==> config.mk <==
export PLATFORM = sky130hd
export DESIGN_NAME = regfile_scoreboard
export DESIGN_NICKNAME = d
export VERILOG_FILES = /design/src/rtl/regfile_scoreboard_pkg.sv /design/src/rtl/regfile_busy_table.sv /design/src/rtl/regfile_scoreboard.sv
export SDC_FILE = /design/constraint.sdc
export NUM_CORES = 2
export LEC_CHECK = 0
export ABC_AREA = 0
export CAP_MARGIN = 40
export CELL_PAD_IN_SITES_DETAIL_PLACEMENT = 1
export CELL_PAD_IN_SITES_GLOBAL_PLACEMENT = 2
export CORE_AREA = 2 2 350 352
export DETAILED_ROUTE_END_ITERATION = 7
export DIE_AREA = 0 0 352 354
export PLACE_DENSITY = 0.85
export SLEW_MARGIN = 25
export SYNTH_ARGS = -nofsm -noshare
export SYNTH_HDL_FRONTEND = slang
export SYNTH_SLANG_ARGS = --single-unit
==> constraint.sdc <==
create_clock -name clk -period 10.5 [get_ports clk]
set_input_delay 1.05 -clock clk [delete_from_list [all_inputs] [get_ports clk]]
set_output_delay 1.05 -clock clk [all_outputs]
set_load 0.05 [all_outputs]
==> src/rtl/regfile_scoreboard_pkg.sv <==
// regfile_scoreboard_pkg: shared core constants for decode, issue and the register file
package regfile_scoreboard_pkg;
   localparam int DATA_WIDTH_DEF     = 32;
   localparam int REGISTERS_DEF      = 32;
   localparam int LOG2_REGISTERS_DEF = 5;
   localparam int READ_PORTS_DEF     = 2;
   localparam int READ_PORTS_MAX     = 4;
   localparam int ZERO_REG_DEF       = 1;
   localparam int BYPASS_DEF         = 1;
endpackage

==> src/rtl/regfile_busy_table.sv <==
// regfile_busy_table: per-register pending bits with reserve/write arbitration and a pending counter
// ports: clk, rst (sync, active high); rsv_en/rsv_addr set a bit; wr_en/wr_addr clear a bit;
//        busy = current pending bits; pending_cnt = number of set bits
module regfile_busy_table
   import regfile_scoreboard_pkg::*;
#(
   parameter int REGISTERS      = REGISTERS_DEF,
   parameter int LOG2_REGISTERS = LOG2_REGISTERS_DEF
)(
   input  logic                      clk,
   input  logic                      rst,
   input  logic                      rsv_en,
   input  logic [LOG2_REGISTERS-1:0] rsv_addr,
   input  logic                      wr_en,
   input  logic [LOG2_REGISTERS-1:0] wr_addr,
   output logic [REGISTERS-1:0]      busy,
   output logic [LOG2_REGISTERS:0]   pending_cnt
);
   logic [REGISTERS-1:0] busy_nx;
   logic set, clr;
   // a write to the register being reserved this cycle leaves it busy, so it never decrements
   assign set = rsv_en && !busy[rsv_addr];
   assign clr = wr_en && busy[wr_addr] && !(rsv_en && rsv_addr == wr_addr);
   always_comb begin
      busy_nx = busy;
      if (wr_en) busy_nx[wr_addr] = 1'b0;
      if (rsv_en) busy_nx[rsv_addr] = 1'b1;
   end
   always_ff @(posedge clk) begin
      if (rst) begin
         busy        <= '0;
         pending_cnt <= '0;
      end else begin
         busy        <= busy_nx;
         pending_cnt <= pending_cnt + {{LOG2_REGISTERS{1'b0}}, set} - {{LOG2_REGISTERS{1'b0}}, clr};
      end
   end
endmodule

==> src/rtl/regfile_scoreboard.sv <==
// regfile_scoreboard: multi-port register file with write bypass and a pending-write scoreboard
// ports: clk, rst (sync, active high); rd_addr/rd_data/rd_busy per read port (combinational);
//        wr_en/wr_addr/wr_data write and clear pending; rsv_en/rsv_addr mark pending;
//        rsv_busy = rsv_addr already pending; pending_cnt = pending register count
module regfile_scoreboard
   import regfile_scoreboard_pkg::*;
#(
   parameter int DATA_WIDTH     = DATA_WIDTH_DEF,
   parameter int REGISTERS      = REGISTERS_DEF,
   parameter int LOG2_REGISTERS = LOG2_REGISTERS_DEF,
   parameter int READ_PORTS     = READ_PORTS_DEF,
   parameter int ZERO_REG       = ZERO_REG_DEF,
   parameter int BYPASS         = BYPASS_DEF
)(
   input  logic                                 clk,
   input  logic                                 rst,
   input  logic [READ_PORTS*LOG2_REGISTERS-1:0] rd_addr,
   output logic [READ_PORTS*DATA_WIDTH-1:0]     rd_data,
   output logic [READ_PORTS-1:0]                rd_busy,
   input  logic                                 wr_en,
   input  logic [LOG2_REGISTERS-1:0]            wr_addr,
   input  logic [DATA_WIDTH-1:0]                wr_data,
   input  logic                                 rsv_en,
   input  logic [LOG2_REGISTERS-1:0]            rsv_addr,
   output logic                                 rsv_busy,
   output logic [LOG2_REGISTERS:0]              pending_cnt
);
   logic [DATA_WIDTH-1:0] regs [REGISTERS];
   logic [REGISTERS-1:0]  busy;
   logic wr_ok, rsv_ok;
   // accesses to the hardwired zero register are dropped before they reach any state
   assign wr_ok  = wr_en && !(ZERO_REG != 0 && wr_addr == '0);
   assign rsv_ok = rsv_en && !(ZERO_REG != 0 && rsv_addr == '0);
   always_ff @(posedge clk) begin
      if (rst) begin
         for (int i = 0; i < REGISTERS; i++) regs[i] <= '0;
      end else if (wr_ok) begin
         regs[wr_addr] <= wr_data;
      end
   end
   regfile_busy_table #(
      .REGISTERS(REGISTERS),
      .LOG2_REGISTERS(LOG2_REGISTERS)
   ) u_busy (
      .clk(clk),
      .rst(rst),
      .rsv_en(rsv_ok),
      .rsv_addr(rsv_addr),
      .wr_en(wr_ok),
      .wr_addr(wr_addr),
      .busy(busy),
      .pending_cnt(pending_cnt)
   );
   assign rsv_busy = busy[rsv_addr];
   for (genvar p = 0; p < READ_PORTS; p++) begin : g_rd
      logic [LOG2_REGISTERS-1:0] a;
      logic zero, hit;
      assign a    = rd_addr[p*LOG2_REGISTERS +: LOG2_REGISTERS];
      assign zero = ZERO_REG != 0 && a == '0;
      assign hit  = BYPASS != 0 && wr_ok && wr_addr == a;
      assign rd_data[p*DATA_WIDTH +: DATA_WIDTH] = zero ? '0 : hit ? wr_data : regs[a];
      // a forwarded write also forwards its busy clear, unless a same-cycle reservation re-arms it
      assign rd_busy[p] = !zero && !(hit && !(rsv_ok && rsv_addr == a)) && busy[a];
   end
endmodule

### Word level (Yosys, flattened, before mapping)

Memory sizes are Yosys's and may differ from the RTL's.
Index checks and enable logic that the tools add are counted.

| word-level totals | value |
|---|---|
| logic and storage cells | 78 |
| memories | 1 |
| RAM bits | 1,024 |
| register bits | 38 |
| input bits | 56 |
| output and inout port bits | 73 |

| operators by class | value |
|---|---|
| reductions and logical operators | 33 |
| equal/unequal tests | 5 |
| mux-type cells | 26 |
| magnitude comparators | 6 |
| bitwise logic cells | 3 |
| add/sub/neg operators | 2 |

Memories:

| memory | words | width | read ports | clocked after Yosys merged registers in | wr ports | RTL line | source |
|---|---|---|---|---|---|---|---|
| regs | 32 | 32 | 2 | 0 | 32 | regfile_scoreboard.sv:28 | `logic [DATA_WIDTH-1:0] regs [REGISTERS];` |

Operators by type and width:

| kind | number |
|---|---|
| 2-to-1 mux 32 bit | 7 |
| bitwise AND 32 bit | 1 |
| inverter 32 bit | 1 |
| bitwise OR 32 bit | 1 |
| OR reduction 32 bit | 1 |
| == test 5 bit | 5 |
| less-than comparator 5 x 6 -> 1 bit, second input constant | 4 |
| binary-select mux 1 bit (select 5 bit) | 4 |
| logical NOT 5 bit | 4 |
| logical AND 1 bit | 18 |
| 2-to-1 mux 1 bit | 12 |
| demux 1 bit (select 5 bit) | 2 |
| greater-or-equal comparator 5 x 1 -> 1 bit, second input constant | 2 |
| logical NOT 1 bit | 10 |
| adder 6 x 1 -> 6 bit | 1 |
| subtractor 6 x 1 -> 6 bit | 1 |
| 2-to-1 mux 5 bit | 1 |

### Depth between registers and ports, before layout

| depth | value |
|---|---|
| depth in word-level cells | 9 |
| depth in mapped cells | 16 |
| depth with buffers taken out | 14 |

### By module

Synthesis repeated with hierarchy kept, for this count alone.

| unflattened totals | value |
|---|---|
| cells, all modules | 4,136 |
| area total of the unflattened synthesis | 58,464.8 um^2 |

By module, submodules not included:

| module | times used | sequential area each (um^2) | area an instance (um^2) | cells an instance |
|---|---|---|---|---|
| regfile_scoreboard | 1 | 30,749.5 | 56,145.1 | 3,869 |
| regfile_busy_table | 1 | 760.7 | 2,319.7 | 267 |

### Worst setup path before layout

No wires, ideal clock.

| timing path | value |
|---|---|
| path kind | input-to-output |
| start | in rd_addr[5] |
| end | out rd_data[62] |
| cell stages on the path | 8 |
| data arrival time | 3,210 ps |
| setup slack | 6,240 ps |
| buffers on the path | 4 |
| data required time | 9,450 ps |
| path through | buf_4 -> buf_12 -> buf_8 -> buf_6 -> mux2i_1 -> a221o_1 -> a211o_1 -> a31oi_1 |

| between the ends | value |
|---|---|
| word-level cells in the longest chain between the ends | 4 |
| elaborated cells between the ends (all ways) | 6 |
| classes of those cells | 1 x eq/ne; 2 x mux; 2 x reduce/logical; 1 x memory |

Ends and longest elaborated chain:

| element | RTL line | source |
|---|---|---|
| start: declaration | regfile_scoreboard.sv:17 | `input logic [READ_PORTS*LOG2_REGISTERS-1:0] rd_addr,` |
| parallel branches: the longest is 3 deep, another holds memory read (32 x 32 bit) | - |  |
| 2-to-1 mux 32 bit (*) | regfile_scoreboard.sv:61 | `assign rd_data[p*DATA_WIDTH +: DATA_WIDTH] = zero ? '0 : hit ? wr_data : regs[a];` |
| end: declaration | regfile_scoreboard.sv:18 | `output logic [READ_PORTS*DATA_WIDTH-1:0] rd_data,` |

Mark *: on every way between the ends.

### Final worst setup path

| timing path | value |
|---|---|
| start | in wr_addr[3] |
| end | out rd_data[32] |

| between the ends | value |
|---|---|
| word-level cells in the longest chain between the ends | 6 |
| elaborated cells between the ends (all ways) | 7 |
| classes of those cells | 1 x eq/ne; 2 x mux; 4 x reduce/logical |

Ends and longest elaborated chain:

| element | RTL line | source |
|---|---|---|
| start: declaration | regfile_scoreboard.sv:21 | `input logic [LOG2_REGISTERS-1:0] wr_addr,` |
| logical NOT 5 bit | regfile_scoreboard.sv:32 | `assign wr_ok = wr_en && !(ZERO_REG != 0 && wr_addr == '0);` |
| logical NOT 1 bit | regfile_scoreboard.sv:32 |  |
| logical AND 1 bit | regfile_scoreboard.sv:32 |  |
| logical AND 1 bit (*) | regfile_scoreboard.sv:60 | `assign hit = BYPASS != 0 && wr_ok && wr_addr == a;` |
| 2-to-1 mux 32 bit (*) (2 in a row) | regfile_scoreboard.sv:61 |  |

Every way passes the cells marked *; elsewhere a longest branch is shown, timed or not.

==> flow_summary.ini <==
[finish]
layout.nets = 4326
fin_area_sq_um = 65200
areaGrowthSynthToFinish_pct = 11.0
post_route_cells_drive_above_1_share_pct = 20.7
instances_no_fill = 5987
fillers = 11600

[place]
port-buffer-count = 128
dp_hpwl_mm = 139
place_inst = 5765
postPlaceCellArea_sq_um = 61700
finalWeightedCongestion = 0.933

[synth]
yosysSeqAreaShare_pct = 53.7
synth_top_area_share_pct = 52.4
syn_area_sq_um = 58700
ys_async_sr_fraction_pct = 0
ys_ff_latch = 1062
synth.most_common_cell = edfxtp_1
synthCells = 4269
synth_ff_type = edfxtp_1
ys_top_cells_by_count = edfxtp_1, and2_1, mux4_2, mux2i_1, clkbuf_1
synth.distinct_cells = 80
yosys_warnings = 0
synth_edf_count = 1024
syn_area_per_cell_sq_um = 13.8
yosys-top-cells-area = edfxtp_1, mux4_2, and2_1
synth_top_area_cell = edfxtp_1

[worst_setup_path]
critPathMaxStageDelay_ps = 900
endpoint_kind = primary output
cp.required_ps = 9450
crit_path_cell_trace = clkdlybuf4s50_1 -> or3_1 -> o31a_1 -> nand4_1 -> buf_4 -> buf_4 -> o21ai_0 -> a21oi_1 -> clkdlybuf4s50_1
critPathKind = in2out
rrSetupSlack_ps = 7240
crit_arrival_ps = 5470
slowest_stage = clkdlybuf4s50_1
cp_max_fo = 43
worst_setup_path_start_kind = primary input

[floorplanning]
die-width_um = 352
die-area_sq_um = 125000
core-area_sq_um = 121000
fp-row-count = 128
die_y_um = 354
ios = 129
initial_utilization_pct = 48.6

[pwr]
power.density_nw_per_um2 = 163
switching_power_mw = 3.00
p_total_mw = 10.6
internal-power_mw = 7.63
p_comb_share_pct = 15.9
leakagePower_nw = 22.6
p_seq_share_pct = 47.2
clkPwrFrac_pct = 36.9
ir_drop_mv = 0.150
p_sw_share_pct = 28.2

[timing]
worst_slew_pin_slew_ps = 1050
hold_violations = 0
final.min_clock_period_ps = 6520
whs_ps = 504
slew_headroom_pct = 29.7
rsz0062_at_grt = no
fin_skew_ps = 6.30
drv_slew = 0
finalSetupViolCount = 0
tns_ps = 0
fmax_mhz = 153
min_period_over_period_pct = 62.0

[routing]
drt_wl_total_mm = 235
drt_pre_antenna_iters = 6
via_per_inst = 7.03
avgRoutedWirePerCell_um = 39.3
drt_iter0_drc = 6744
vias = 42100
route.detailed.drc = 0
postRouteAntennaNets = 0

[clock_tree]
post_cts_resize_count = 0
clockBufferDepth = 3
cts_tree = done
cts.sinks = 1062
cts.htree.levels = 3
cts-root-buf = clkbuf_16
numCtsBuffers = 116
path_clk_slew_ps = 60
clk_latency_ps = 740
hold_buffers = 0
cts_setup_buffers = 0

[job]
maxCapViolCount = 0

[grt]
grt_overflow = 0
track_usage_pct = 37.3
antenna_found_initial = 20
grt_pass1_wl_mm = 327
grt_max_degree = 106
grt_pass1_vias = 42700

[run_status]
status = finished clean

[min_path]
hold_path_class = reg2reg
[per-stage QoR]
step	worst slack, ps	utilization, %
final	3980	53.9
after global routing	3890	53.9
after CTS	4050	53.9
after floorplan	6240	-
after global placement	3480	50.7
after detailed placement	4090	51.0
[critical path: cells and delay by family]
kind / cells / cell delay (ps)
buf+inv: 4 / 2430
simple gates: 2 / 920
compound gates: 3 / 1010
[kinds of logic after synthesis]
group	after synthesis	synth area share (%)
AND/OR/NAND/NOR	1451	14.3
AO/OA/AOI/OAI	500	5.74
buffers and inverters	490	4.19
adder cells (fa/ha/maj)	7	0.162
XOR/XNOR	30	0.447
multiplexers	728	21.5
flip-flops	1062	53.7
other	1	0.00639
[layer usage]
layer	track usage (%)	wire, um	up-vias
li1	-	-	16200
met5	0	164	-
met4	20.9	14800	24
met1	48.5	84000	21800
met2	56.7	105000	3258
met3	10.5	31200	762
[layout make-up]
type	instances	area, sq um	area share, %
Antenna cell	6	15.0	0.0230
Clock buffer	142	3020	4.63
Clock inverter	69	470	0.722
Inverter	41	155	0.238
Multi-Input combinational cell	2748	25300	38.7
Sequential cell	1062	31500	48.3
Tap cell	1625	2030	3.12
Timing Repair Buffer	294	2740	4.20
[power by group through the flow]
stage | clock (mW) | combinational [mW] | sequential (mW)
final | 3.92 | 1.69 | 5.02
after CTS | 3.93 | 1.65 | 5.01
after global routing | 4.07 | 1.73 | 5.04
after floorplan | 0 | 0.999 | 5.07
after detailed placement | 0 | 1.64 | 5.10
after global placement | 0 | 1.62 | 5.07
[final timing paths]
kind | startpoint | to | cells after the start
max | wr_addr[3] | rd_data[32] | 9
min | u_busy.busy[11]$_SDFF_PP0_ | u_busy.busy[11]$_SDFF_PP0_ | 2
max reg2reg | u_busy.busy[18]$_SDFF_PP0_ | u_busy.pending_cnt[4]$_SDFF_PP0_ | 13
min reg2reg | u_busy.busy[11]$_SDFF_PP0_ | u_busy.busy[11]$_SDFF_PP0_ | 2
[flip-flops by register name, summed over array words and instances, names as in the netlist]
register,cells
u_busy.pending_cnt,6
u_busy.busy,32
regs,1024
[cell usage in the layout, fill, tap and decap left out, types with 18 or more instances in the layout]
cell / instances
edfxtp_1: 1024
and2_1: 932
mux4_2: 422
mux2i_1: 262
buf_4: 138
nor3_1: 117
clkbuf_16: 117
nor2_1: 115
clkdlybuf4s50_1: 113
nand2_1: 98
o21ai_0: 97
o22ai_1: 89
a22oi_1: 70
a21oi_1: 69
mux2_2: 44
nand3_1: 39
dfxtp_1: 38
inv_1: 37
clkinv_1: 32
conb_1: 32
a221oi_1: 28
clkinv_2: 26
clkbuf_1: 25
nor2_4: 24
nor4_1: 22
nor2b_1: 18
a211oi_1: 18
Note: power is estimated with default switching activity, not from simulation.
